<file path="config.mk">
export PLATFORM = sky130hd
export DESIGN_NAME = frame_unpacker
export DESIGN_NICKNAME = d
export VERILOG_FILES = /design/src/rtl/frame_unpacker.sv
export SDC_FILE = /design/constraint.sdc
export NUM_CORES = 1
export LEC_CHECK = 0
export CAP_MARGIN = 20
export CORE_MARGIN = 2
export CORE_UTILIZATION = 23
export CTS_CLUSTER_SIZE = 12
export DETAILED_ROUTE_END_ITERATION = 8
export GPL_TIMING_DRIVEN = 0
export SYNTH_ARGS = -nofsm -noshare
export SYNTH_HDL_FRONTEND = slang
export SYNTH_SLANG_ARGS = --single-unit
</file>
<file path="constraint.sdc">
create_clock -name clk -period 1.8 [get_ports clk]
set_input_delay 0.36 -clock clk [delete_from_list [all_inputs] [get_ports clk]]
set_output_delay 0.36 -clock clk [all_outputs]
set_load 0.01 [all_outputs]
</file>
<file path="src/rtl/frame_unpacker.sv">
// Receive side of the {data, REP x tag} packed-word format: checks tag copies, splits data/tag,
// buffers good words in a first-word-fall-through FIFO. Optional macro: FRAME_UNPACKER_ERRCNT_EN.
module frame_unpacker #(
  parameter int DATA_W = 8,
  parameter int TAG_W  = 4,
  parameter int REP    = 2,
  parameter int DEPTH  = 4
) (
  input  logic                          clk,
  input  logic                          rst,
  input  logic                          in_valid,
  output logic                          in_ready,
  input  logic [DATA_W+REP*TAG_W-1:0]   in_word,
  output logic                          out_valid,
  input  logic                          out_ready,
  output logic [DATA_W-1:0]             out_data,
  output logic [TAG_W-1:0]              out_tag,
  output logic [$clog2(DEPTH):0]        level,
  output logic                          err,
  output logic [7:0]                    err_cnt
);

  localparam int PTR_W  = $clog2(DEPTH);
  localparam int LVL_W  = PTR_W + 1;
  localparam int WORD_W = DATA_W + REP * TAG_W;
  localparam int ENT_W  = DATA_W + TAG_W;

  // Handshake: a transfer happens on a rising edge where valid && ready are both high.
  // in_ready and out_valid come only from registers, so neither side sees a
  // combinational path from the other side's handshake inputs.

  logic [ENT_W-1:0]  r_mem [DEPTH];
  logic [PTR_W-1:0]  r_wr_ptr;
  logic [PTR_W-1:0]  r_rd_ptr;
  logic [LVL_W-1:0]  r_level;
  logic              r_in_ready;
  logic              r_out_valid;
  logic [DATA_W-1:0] r_out_data;
  logic [TAG_W-1:0]  r_out_tag;
  logic              r_err;

  logic [DATA_W-1:0] w_data;
  logic [TAG_W-1:0]  w_tag0;
  logic [ENT_W-1:0]  w_entry;
  logic              w_good;
  logic              w_accept;
  logic              w_push;
  logic              w_pop;
  logic              w_reject;
  logic [LVL_W-1:0]  w_level_nxt;
  logic [PTR_W-1:0]  w_rd_ptr_inc;
  logic [ENT_W-1:0]  w_head_nxt;

  assign w_data   = in_word[WORD_W-1 -: DATA_W];
  assign w_tag0   = in_word[TAG_W-1:0];
  assign w_entry  = {w_data, w_tag0};
  assign w_accept = in_valid && r_in_ready;
  assign w_push   = w_accept && w_good;
  assign w_reject = w_accept && !w_good;
  assign w_pop    = r_out_valid && out_ready;
  assign w_rd_ptr_inc = r_rd_ptr + PTR_W'(1);

  always_comb begin
    w_good = 1'b1;
    for (int i = 1; i < REP; i++) begin
      if (in_word[i*TAG_W +: TAG_W] != w_tag0) w_good = 1'b0;
    end
  end

  always_comb begin
    w_level_nxt = r_level;
    case ({w_push, w_pop})
      2'b10:   w_level_nxt = r_level + LVL_W'(1);
      2'b01:   w_level_nxt = r_level - LVL_W'(1);
      default: w_level_nxt = r_level;
    endcase
  end

  // Next head entry; with one entry left and a simultaneous push, the new word
  // bypasses the memory so it becomes the head without an extra cycle.
  always_comb begin
    w_head_nxt = {r_out_data, r_out_tag};
    if (w_pop) begin
      if (r_level > LVL_W'(1))
        w_head_nxt = r_mem[w_rd_ptr_inc];
      else if (w_push)
        w_head_nxt = w_entry;
    end else if ((r_level == '0) && w_push) begin
      w_head_nxt = w_entry;
    end
  end

  always_ff @(posedge clk) begin
    if (w_push) r_mem[r_wr_ptr] <= w_entry;
  end

  always_ff @(posedge clk or posedge rst) begin
    if (rst) begin
      r_wr_ptr    <= '0;
      r_rd_ptr    <= '0;
      r_level     <= '0;
      r_in_ready  <= 1'b0;
      r_out_valid <= 1'b0;
      r_out_data  <= '0;
      r_out_tag   <= '0;
      r_err       <= 1'b0;
    end else begin
      if (w_push) r_wr_ptr <= r_wr_ptr + PTR_W'(1);
      if (w_pop)  r_rd_ptr <= w_rd_ptr_inc;
      r_level     <= w_level_nxt;
      r_in_ready  <= (w_level_nxt != LVL_W'(DEPTH));
      r_out_valid <= (w_level_nxt != '0);
      {r_out_data, r_out_tag} <= w_head_nxt;
      r_err       <= w_reject;
    end
  end

`ifdef FRAME_UNPACKER_ERRCNT_EN
  logic [7:0] r_err_cnt;

  always_ff @(posedge clk or posedge rst) begin
    if (rst)
      r_err_cnt <= 8'd0;
    else if (w_reject && (r_err_cnt != 8'hFF))
      r_err_cnt <= r_err_cnt + 8'd1;
  end

  assign err_cnt = r_err_cnt;
`else
  assign err_cnt = 8'd0;
`endif

  assign in_ready  = r_in_ready;
  assign out_valid = r_out_valid;
  assign out_data  = r_out_data;
  assign out_tag   = r_out_tag;
  assign level     = r_level;
  assign err       = r_err;

endmodule

</file>
==> impl_metrics.yaml, run 1 <==
status:
  status: "finished with violations"
  violations: "negative setup slack"
timing:
  finalSetupViolCount: 14
  setup_ws_ps: -145
  max_freq_mhz: 514
  fin_skew_ps: 5.64
  slew_viol_final: 0
  rsz0062_at_grt: "true"
  slew_headroom: 0.341
  worstMarginPinSlew_ps: 987
  hold_violations: 0
  period_share: 1.08
  post-route-min-period_ps: 1950
clock_tree:
  path_clk_slew_ps: 60
  cts_buffers: 9
  tritoncts: "built"
  insertion_delay_ps: 330
  cts_root_buffer: "clkbuf_16"
  clock_path_buffers: 2
  cts.sinks: 70
  ctsHtreeMaxLevel: 3
worst_setup_path:
  crit_path_max_fanout: 5
  path_buf_inv: 6
  crit_path_max_incr_delay_ps: 300
  critical_path.slowest_cell: "nor4_4"
  start_kind: "primary input"
  cp_cell_sequence: "buf_8, xor2_4, nor4_4, and3_1, buf_6, inv_4, ha_4, inv_4, o221ai_4, buf_6, buf_8, mux2_2"
  cp-end-kind: "flip-flop"
  path_class: "primary input to flip-flop"
  arrival_ps: 2160
  worstPathRequired_ps: 2020
  critical-path-top-delay-family: "buffers and inverters"
pwr:
  leakagePower_nw: 1.70
  p_total_mw: 5.61
  power.density_nw_per_um2: 1270
  ir_drop_v: 0.000482
logic_synthesis:
  synth_most_common_cell: "edfxtp_1"
  ys_seq_elements: 70
  synth.distinct_cells: 28
  synth_seq_area_share: 0.644
  async_flop_share: 0.314
  ys_warn_count: 0
  synth.top_cell.area_share: 0.466
  ys.flop_type: "edfxtp_1"
  synth_edf_count: 48
  ys_top_cells_by_area: "edfxtp_1 (47%), dfrtp_1 (18%), mux2_2 (9.1%)"
  synth_top_area_cell: "edfxtp_1"
  yosys-top-cells-count: "edfxtp_1 (48), mux2_2 (25), dfrtp_1 (22), ha_1 (10), buf_4 (9)"
  synth.avg_cell_area_um2: 17.3
  synthesis.instances: 179
  syn_area_um2: 3090
die:
  start_util: 0.234
  core_um2: 13200
  io_pins: 46
  rows: 42
  fp.dieW_um: 120
  dieArea_um2: 14400
  die_y_um: 120
grt:
  grt_pass1_wl_mm: 9.95
  grt_usage: 0.0942
  grt_pass1_vias: 1758
  grt_max_degree: 23
  grt_remaining_overflow: 0
  antenna_found_initial: 0
routing:
  dr.pass1.iters: 4
  routed_wl_mm: 6.58
  via_per_inst: 4.03
  via_count: 1741
  drc: 0
  first_iter_violations: 133
  antenna_left: 0
  routedWlPerCell_um: 15.2
placement:
  gp_congestion: 0.694
  port_buffers: 37
  dp_hpwl_mm: 3.95
  pre_cts_slack_ps: -1160
finish:
  syn2layout_area_growth_pct: 42.8
  antenna_cells: 0
  drive_above_1_share: 0.449
  final_nets: 281
hold_path:
  min_path_type: "primary input to flip-flop"
flow_run:
  maxCapViolations: 0
stage by stage:
stage,instance area [µm²],util,TNS (ps),hold slack [ps],cells
floorplan,3180,-,-3470,349,186
finish,4420,0.335,-1390,253,432
CTS,4290,0.325,-1810,245,424
detailed placement,3770,0.286,-60490,496,399
global route,4420,0.335,-2070,242,432
global placement,3770,0.286,-60110,487,399
layer usage:
| layer | vias to the layer above | wire length (µm) | track usage |
|---|---|---|---|
| li1 | 801 | - | - |
| met1 | 888 | 3050 | 0.126 |
| met2 | 45 | 3090 | 0.140 |
| met3 | 7 | 386 | 0.0385 |
| met4 | 0 | 56 | 0.0265 |
| met5 | - | 0 | 0 |
final cells by class:
class | instances | area [µm²]
tap | 176 | 220
fill | 1262 | 8770
timing repair buffer | 52 | 508
buffer | 14 | 128
clock inverter | 7 | 120
clock buffer | 9 | 225
inverter | 8 | 35.0
sequential | 70 | 2000
multi-input combinational | 96 | 1180
where the power goes:
group          total, mW  switching [mW]  internal (mW)
registers           2.11           0.160           1.95
clock network       2.03           0.669           1.36
logic               1.47           0.589          0.885
path summary, 6_finish.rpt:
| path | slack [ps] | end | cells past startpoint | startpoint |
|---|---|---|---|---|
| min in group asynchronous | 560 | level[1]$_DFF_PP0_ | 2 | rst |
| worst max register to register | -100 | out_tag[0]$_DFFE_PP0P_ | 8 | level[1]$_DFF_PP0_ |
| worst min register to register | 500 | out_data[2]$_DFFE_PP0P_ | 1 | out_data[2]$_DFFE_PP0P_ |
| worst max-delay path | -150 | out_tag[0]$_DFFE_PP0P_ | 12 | in_word[5] |
| worst min-delay path | 250 | r_mem[3][1]$_DFFE_PP_ | 1 | in_word[1] |
| max in group asynchronous | 570 | r_rd_ptr[1]$_DFFE_PP0N_ | 2 | rst |
cell usage in the layout (no fill, tap or decap), drive strengths merged:
master,n
nor2,4
clkbuf,12
bufinv,3
nand2b,2
xor2,4
nor2b,1
conb,8
o221ai,2
clkinv,3
nand2,5
nor4,1
dfrtp,22
mux4,12
and2,7
and3,1
edfxtp,48
buf,34
ha,10
o21ai,5
or2,2
dlymetal6s2s,2
clkdlybuf4s50,27
inv,9
o21ba,1
mux2,25
nand3b,1
xnor2,3
mux2i,2
kinds of logic after synthesis:
kind of cell,Yosys count,synth area share
XOR/XNOR,7,0.0198
other,1,0.00121
AND/OR/NAND/NOR,22,0.0425
AO/OA/AOI/OAI,8,0.0190
buffers and inverters,22,0.0433
flip-flops,70,0.644
multiplexers,39,0.190
adder cells (fa/ha/maj),10,0.0405
sequential cells by signal, summed over array words and instances (netlist names):
signal	count
r_wr_ptr	2
in_ready	1
out_valid	1
r_mem	48
out_tag	4
out_data	8
level	3
err	1
r_rd_ptr	2
what timing repair did:
| item | in CTS | in global routing |
|---|---|---|
| setup endpoints to repair | 66 | 39 |
| gates cloned | 1 | 3 |
| pin swaps | 8 | 9 |
| resized for setup | 66 | 25 |
| hold buffers | 0 | 0 |
| buffers inserted | 8 | 8 |
(Power assumes the default switching activity.)
==> run 2, diff against run 1 <==
PLACE_DENSITY_LB_ADDON = 0.25   (was unset)
REMOVE_ABC_BUFFERS = 1   (was unset)
==> impl_metrics.yaml, run 2 (synthesis results as in run 1) <==
status:
  status: "finished with violations"
  violations: "negative setup slack"
routing:
  routedWlPerCell_um: 15.3
  drc: 0
  dr.pass1.iters: 4
  antenna_left: 0
  routed_wl_mm: 6.42
  via_per_inst: 3.92
  first_iter_violations: 80
  via_count: 1651
timing:
  slew_headroom: 0.357
  max_freq_mhz: 534
  post-route-min-period_ps: 1870
  period_share: 1.04
  setup_ws_ps: -72.2
  slew_viol_final: 0
  hold_slack_ps: 241
  fin_skew_ps: 3.95
  finalSetupViolCount: 14
  rsz0062_at_grt: "true"
  hold_violations: 0
  worstMarginPinSlew_ps: 963
worst_setup_path:
  crit_path_max_incr_delay_ps: 300
  arrival_ps: 2080
  critical-path-top-delay-family: "simple AND/OR/NAND/NOR gates"
  cp-end-kind: "flip-flop"
  path_buf_inv: 4
  crit_path_max_fanout: 6
  ff2ff_setup_slack_ps: -20
  path_class: "primary input to flip-flop"
  worstPathRequired_ps: 2010
  critical_path.slowest_cell: "mux2_4"
  path_common_cell: "inv_4"
  start_kind: "primary input"
  cp_cell_sequence: "buf_12, xor2_4, nor4_4, and3_4, inv_4, ha_4, inv_4, o221ai_4, buf_6, mux2_4"
placement:
  pre_cts_slack_ps: -1650
  placed_cells: 385
  dp_hpwl_mm: 3.81
  postPlaceCellArea_um2: 3610
  gp_congestion: 0.713
  port_buffers: 37
clock_tree:
  cts_root_buffer: "clkbuf_16"
  path_clk_slew_ps: 60
  cts.sinks: 70
  ctsHtreeMaxLevel: 3
  insertion_delay_ps: 330
  clock_path_buffers: 2
  cts_buffers: 9
  tritoncts: "built"
finish:
  drive_above_1_share: 0.433
  largest_reg_flops: 48
  regArea_um2: 2000
  antenna_cells: 0
  largest_register: "r_mem"
  fillers: 1267
  multi_input_area_um2: 1190
  finalInstanceArea_um2: 4340
  final_cell_mix: "edfxtp_1 (48), clkdlybuf4s50_1 (29), dfrtp_1 (18)"
  final_common_cell: "edfxtp_1"
  syn2layout_area_growth_pct: 40.4
  final_cells: 421
  final_nets: 270
grt:
  grt_usage: 0.0942
  grt_max_degree: 23
  grt_remaining_overflow: 0
  grt_pass1_vias: 1764
  grt_pass1_wl_mm: 9.96
  antenna_found_initial: 0
pwr:
  p_total_mw: 5.70
  ir_drop_v: 0.000421
  power.density_nw_per_um2: 1310
  leakagePower_nw: 1.64
die:
  die_y_um: 120
  dieArea_um2: 14400
  start_util: 0.234
  fp.dieW_um: 120
  io_pins: 46
  rows: 42
  core_um2: 13200
flow_run:
  maxCapViolations: 0
hold_path:
  min_path_type: "primary input to flip-flop"
[run 2: per-stage QoR]
stage / TNS, ps / util
2_1_floorplan: -14490 / -
3_3_place_gp: -81950 / 0.273
3_5_place_dp: -81770 / 0.274
4_1_cts: -205 / 0.323
5_1_grt: -1520 / 0.329
6_report: -863 / 0.329
[run 2: worst paths after layout]
path                                          from  cells past startpoint                      end
setup / recovery                        in_word[0]                     10   out_tag[1]$_DFFE_PP0P_
hold / removal                          in_word[0]                      1    r_mem[1][0]$_DFFE_PP_
setup reg to reg                level[1]$_DFF_PP0_                      6   out_tag[1]$_DFFE_PP0P_
hold reg to reg            out_data[2]$_DFFE_PP0P_                      1  out_data[2]$_DFFE_PP0P_
max in group asynchronous                      rst                      2  r_rd_ptr[1]$_DFFE_PP0N_
min in group asynchronous                      rst                      2  r_wr_ptr[1]$_DFFE_PP0P_
[run 2: layout make-up]
class | instances | share of cell area
Tap cell | 176 | 0.0507
Multi-Input combinational cell | 94 | 0.275
Timing Repair Buffer | 57 | 0.127
Clock inverter | 6 | 0.0256
Clock buffer | 10 | 0.0527
Sequential cell | 70 | 0.461
Inverter | 8 | 0.00807
[run 2: power by group]
| part | total (mW) | switching [mW] | internal [mW] |
|---|---|---|---|
| Clock | 2.01 | 0.655 | 1.35 |
| Sequential | 2.17 | 0.214 | 1.96 |
| Combinational | 1.52 | 0.552 | 0.964 |
| Total | 5.70 | 1.42 | 4.28 |
[run 2: what timing repair did]
item | in CTS | in global routing
gates cloned | 0 | 0
resized for setup | 88 | 18
pin swaps | 10 | 8
endpoints found under the setup margin | 67 | 15
hold buffers | 0 | 0
buffers inserted | 16 | 4
[run 2: per-layer routing]
layer	vias up	wire length [µm]	GRT usage	share of wire
met2	41	3240	0.152	0.50
met3	2	347	0.0366	0.054
met1	838	2810	0.118	0.44
li1	770	-	-	-
met4	0	25	0.0243	0.0039
met5	-	0	0	0
==> run 3, diff against run 2 <==
SETUP_SLACK_MARGIN = 0.2   (was unset)
==> impl_metrics.yaml, run 3 (synthesis results as in run 1) <==
placement:
  dp_hpwl_mm: 3.81
  port_buffers: 37
  pre_cts_slack_ps: -1650
  gp_congestion: 0.713
finish:
  fillers: 1269
  largest_reg_flops: 48
  regArea_um2: 2000
  multi_input_area_um2: 1220
  syn2layout_area_growth_pct: 42.9
  final_nets: 279
  final_common_cell: "edfxtp_1"
  largest_register: "r_mem"
  antenna_cells: 0
  final_util: 0.335
  final_cell_mix: "edfxtp_1 (48), dfrtp_1 (18), buf_4 (17)"
  drive_above_1_share: 0.457
clock_tree:
  cts_buffers: 9
  cts_root_buffer: "clkbuf_16"
  path_clk_slew_ps: 60
  ctsHtreeMaxLevel: 3
  cts.sinks: 70
  ctsHoldBuffers: 0
  clock_path_buffers: 2
  insertion_delay_ps: 330
  tritoncts: "built"
pwr:
  leakagePower_nw: 1.78
  p_total_mw: 5.69
  ir_drop_v: 0.000434
  power.density_nw_per_um2: 1290
worst_setup_path:
  path_class: "primary input to flip-flop"
  start_kind: "primary input"
  arrival_ps: 2050
  timing.rr.start: "level[1]$_DFF_PP0_"
  crit_path_max_fanout: 5
  worstPathRequired_ps: 2010
  crit_path_max_incr_delay_ps: 300
  cp-end-kind: "flip-flop"
  cp_cell_sequence: "buf_8, xor2_2, nor4_4, and3_4, inv_2, ha_4, inv_4, o221ai_4, buf_6, mux2_4"
  path_buf_inv: 4
  crit_start: "in_word[1]"
  critical-path-top-delay-family: "simple AND/OR/NAND/NOR gates"
  critical_path.slowest_cell: "nor4_4"
die:
  fp.dieW_um: 120
  die_y_um: 120
  io_pins: 46
  start_util: 0.234
  core_um2: 13200
  rows: 42
  dieArea_um2: 14400
timing:
  slew_viol_final: 0
  finalSetupViolCount: 15
  max_freq_mhz: 543
  worstMarginPinSlew_ps: 968
  period_share: 1.02
  hold_slack_ps: 251
  rsz0062_at_grt: "true"
  setup_ws_ps: -43.1
  slew_headroom: 0.354
  fin_skew_ps: 4.36
  hold_violations: 0
  post-route-min-period_ps: 1840
  tns_ps: -532
grt:
  antenna_found_initial: 0
  grt_remaining_overflow: 0
  grt_max_degree: 23
  grt_pass1_vias: 1771
  grt_usage: 0.0941
  grt_pass1_wl_mm: 9.94
status:
  violations: "negative setup slack"
  status: "finished with violations"
routing:
  first_iter_violations: 58
  routed_wl_mm: 6.90
  via_count: 1710
  via_per_inst: 3.98
  antenna_left: 0
  drc: 0
  routedWlPerCell_um: 16.1
  dr.pass1.iters: 4
hold_path:
  min_path_type: "primary input to flip-flop"
  worstHoldStart: "in_word[2]"
flow_run:
  maxCapViolations: 0
==> run 3: what timing repair did <==
action | in CTS | in global routing
endpoints found under the hold margin | 0 | 0
setup buffers | 18 | 6
gates resized for setup | 109 | 19
pin swaps | 13 | 10
gates cloned | 0 | 5
setup endpoints to repair | 74 | 64
==> run 3: worst paths after layout <==
check,depth (start not counted),slack [ps],endpoint
worst max-delay path,10,-40,out_tag[1]$_DFFE_PP0P_
worst min-delay path,1,250,r_mem[3][2]$_DFFE_PP_
worst max register to register,7,-20,out_tag[1]$_DFFE_PP0P_
worst min register to register,1,510,out_data[1]$_DFFE_PP0P_
max in group asynchronous,2,540,r_rd_ptr[1]$_DFFE_PP0N_
min in group asynchronous,2,560,r_wr_ptr[1]$_DFFE_PP0P_
==> run 3: final cells by class <==
| class | instances | share of cell area |
|---|---|---|
| inverter | 8 | 0.00736 |
| timing repair buffer | 62 | 0.136 |
| sequential | 70 | 0.453 |
| clock inverter | 6 | 0.0252 |
| multi-input combinational | 98 | 0.277 |
| clock buffer | 10 | 0.0518 |
| tap | 176 | 0.0498 |
==> run 3: layer usage <==
metal	vias to the layer above	share of wire	global-route usage
li1	787	-	-
met1	873	0.45	0.117
met2	43	0.49	0.153
met3	7	0.053	0.0366
met4	0	0.0080	0.0243
met5	-	0	0
==> run 3: power breakdown <==
group	switching, mW	internal [mW]	total (mW)
combinational	0.600	0.918	1.52
clock	0.656	1.35	2.01
sequential	0.207	1.96	2.17
==> run 3: per-stage QoR <==
step	instance area (µm²)	instances
final	4420	430
after CTS	4290	419
after global placement	3610	385
after detailed placement	3610	385
after global routing	4420	430
after floorplan	3020	172
==> run 3: worst reg2reg max path: stages (launching register included) <==
cell and delay [ps]:
dfrtp_1 400, inv_2 80, ha_4 120, o21ba_4 150, o21ai_4 180, buf_4 170, mux2_2 330, mux2_4 270
==> RTL edit (config.mk and constraints of run 1) <==
Add a define of `FRAME_UNPACKER_ERRCNT_EN`.
--- a/src/rtl/frame_unpacker.sv
+++ b/src/rtl/frame_unpacker.sv
@@ -1,5 +1,7 @@
 // Receive side of the {data, REP x tag} packed-word format: checks tag copies, splits data/tag,
 // buffers good words in a first-word-fall-through FIFO. Optional macro: FRAME_UNPACKER_ERRCNT_EN.
+`define FRAME_UNPACKER_ERRCNT_EN
+
 module frame_unpacker #(
   parameter int DATA_W = 8,
   parameter int TAG_W  = 4,
Behaviour: not the same (a bounded check fails within 4 cycles, from zero or initial values and one cycle with rst high).
==> RTL edit against run 1 <==
The run still ends with setup timing left; utilization down 1.5 points; sequential share of layout area up 1.8 points; routed wire length is 6.8% higher; design area up 5.8%; sequential cell count grew 8; non-clock buffer count shrank 2; maximum frequency down 5.1%; power up 9.6%; critical path depth is 2 lower; synthesized area up 11%; worst setup slack worse by 0.10 ns; worst hold slack got worse by 0.0048 ns; sequential power up 17%; critical endpoint is now out_tag[1]; largest cell class unchanged.
==> RTL edit: results (changes against run 1) <==
hpwl_um: 4680  # +18%
dpl.cell_count: 429  # +7.5%
synth_fa_ha_area_share_pct: 3.64  # -0.40 points
drt-wirelength-per-cell_um: 15.4  # +0.96%
setup_ws_ns: -0.249  # -0.104 ns
async_reset_ff_share_pct: 38.5  # +7.0 points
largest_reg_flops: 48  # unchanged
finalSetupTns_ns: -2.89  # -1.50 ns
grt_pass1_wl_um: 11400  # +14%
via_per_inst: 4.14  # +2.7%
final_nets: 298  # +6.0%
synth.area.top_cells: "edfxtp_1 42%, dfrtp_1 22%, mux4_2 5.9%, mux2_2 4.9%, mux2_4 4.8%"
synth-xor-area-share_pct: 3.57  # +1.6 points
worstPathArrival_ns: 2.26  # +0.10 ns
synth_compound_gate_area_share_pct: 2.00  # +0.10 points
grt_pass1_vias: 2053  # +17%
grt_max_degree: 20  # -13%
p_leak_nw: 1.76  # +3.3%
vdd_drop_max_mv: 0.524  # +8.7%
synthTopCellsByCount: "48 x edfxtp_1, 30 x dfrtp_1, 15 x mux2_2, 11 x mux2_4, 10 x ha_1"
slew_headroom_pct: 48.2  # +14 points
first_iter_violations: 96  # -28%
dr.pass1.iters: 6  # +2
holdCritPathClass: "primary input to register"
instances_no_fill: 457  # +5.8%
portBuffers: 45  # +22%
drive_gt1_share_pct: 35.2  # -9.8 points
skew_ns: 0.00500  # -0.000640 ns
setup_viol: 14  # unchanged
yosysSeqAreaShare_pct: 63.8  # -0.58 points
synth.area.mux_share_pct: 18.2  # -0.76 points
status: "finished with violations"
fillCellCount: 1414  # +12%
synth_cell_type_count: 35  # +25%
grt_use_total_pct: 9.45  # +0.030 points
gp_congestion: 0.701  # +1.1%
failed_checks: "setup timing"
==> RTL edit: cell count changes after synthesis, sizes merged, moves of 3 or more <==
cell / delta
xnor2: +6
dfrtp: +8
nand3: +3
nand4: +4
buf: -9
and3: +6
==> RTL edit: layer usage <==
| metal | GRT usage (%) | up-vias | wire length, um | part of all wire [%] |
|---|---|---|---|---|
| met3 | 3.40 | 5 | 283 | 4.0 |
| met5 | 0 | - | 0 | 0 |
| li1 | - | 890 | - | - |
| met4 | 2.71 | 0 | 40 | 0.57 |
| met2 | 15.1 | 43 | 3380 | 48 |
| met1 | 12.2 | 954 | 3320 | 47 |
==> RTL edit: path summary, 6_finish.rpt <==
check / end / slack (ns) / startpoint / cells after the start
setup / recovery: out_tag[1] / -0.25 / in_word[5] / 10
hold / removal: r_mem[3][0] / 0.25 / in_word[0] / 1
setup reg to reg: out_tag[1] / -0.09 / in_ready / 8
hold reg to reg: err_cnt[5] / 0.50 / err_cnt[5] / 1
max in group asynchronous: out_data[5] / 0.76 / rst / 3
min in group asynchronous: in_ready / 0.47 / rst / 2
==> RTL edit: cell families after synthesis <==
kind of cell | Yosys count
XOR/XNOR | 14
AO/OA/AOI/OAI | 10
multiplexers | 39
buffers and inverters | 14
flip-flops | 78
AND/OR/NAND/NOR | 34
adder cells (fa/ha/maj) | 10
==> RTL edit: report_power, final <==
group	internal, mW	total [mW]	switching [mW]	leakage (nW)
Sequential	2.20	2.46	0.259	0.799
Clock	1.20	1.90	0.698	0.152
Combinational	1.11	1.78	0.675	0.807
==> RTL edit: per-stage QoR <==
| step | hold slack, ns | worst slack, ns | utilization [%] | area [um2] |
|---|---|---|---|---|
| global placement | 0.484 | -1.46 | 28.5 | 4160 |
| finish | 0.248 | -0.249 | 32.0 | 4670 |
| floorplan | 0.451 | -0.536 | - | 3480 |
| detailed placement | 0.494 | -1.51 | 28.6 | 4170 |
| global route | 0.235 | -0.298 | 32.0 | 4670 |
| CTS | 0.239 | -0.280 | 31.7 | 4630 |
==> RTL edit: worst max-delay path: stages <==
cell,delay [ns]
buf_8,0.10
xor2_4,0.18
nor4_4,0.33
and2_4,0.21
inv_2,0.04
ha_4,0.17
a211oi_4,0.23
a31oi_4,0.16
buf_6,0.18
mux2_4,0.30
==> RTL edit: area by class of cell <==
type	count	area share (%)
inverters	8	0.643
clock inverters	7	1.90
clock buffers	9	4.82
multi-input cells	107	27.5
flip-flops and latches	78	47.0
repair buffers	59	12.1
plain buffers	5	1.07
well taps	184	4.93
==> RTL edit: repair_timing <==
action                     in CTS  in global routing
hold endpoints to repair        0                  0
pin swaps                       9                  6
setup endpoints to repair      69                 14
cloned                          1                  0
resized for setup              67                  6
buffers inserted                9                  4
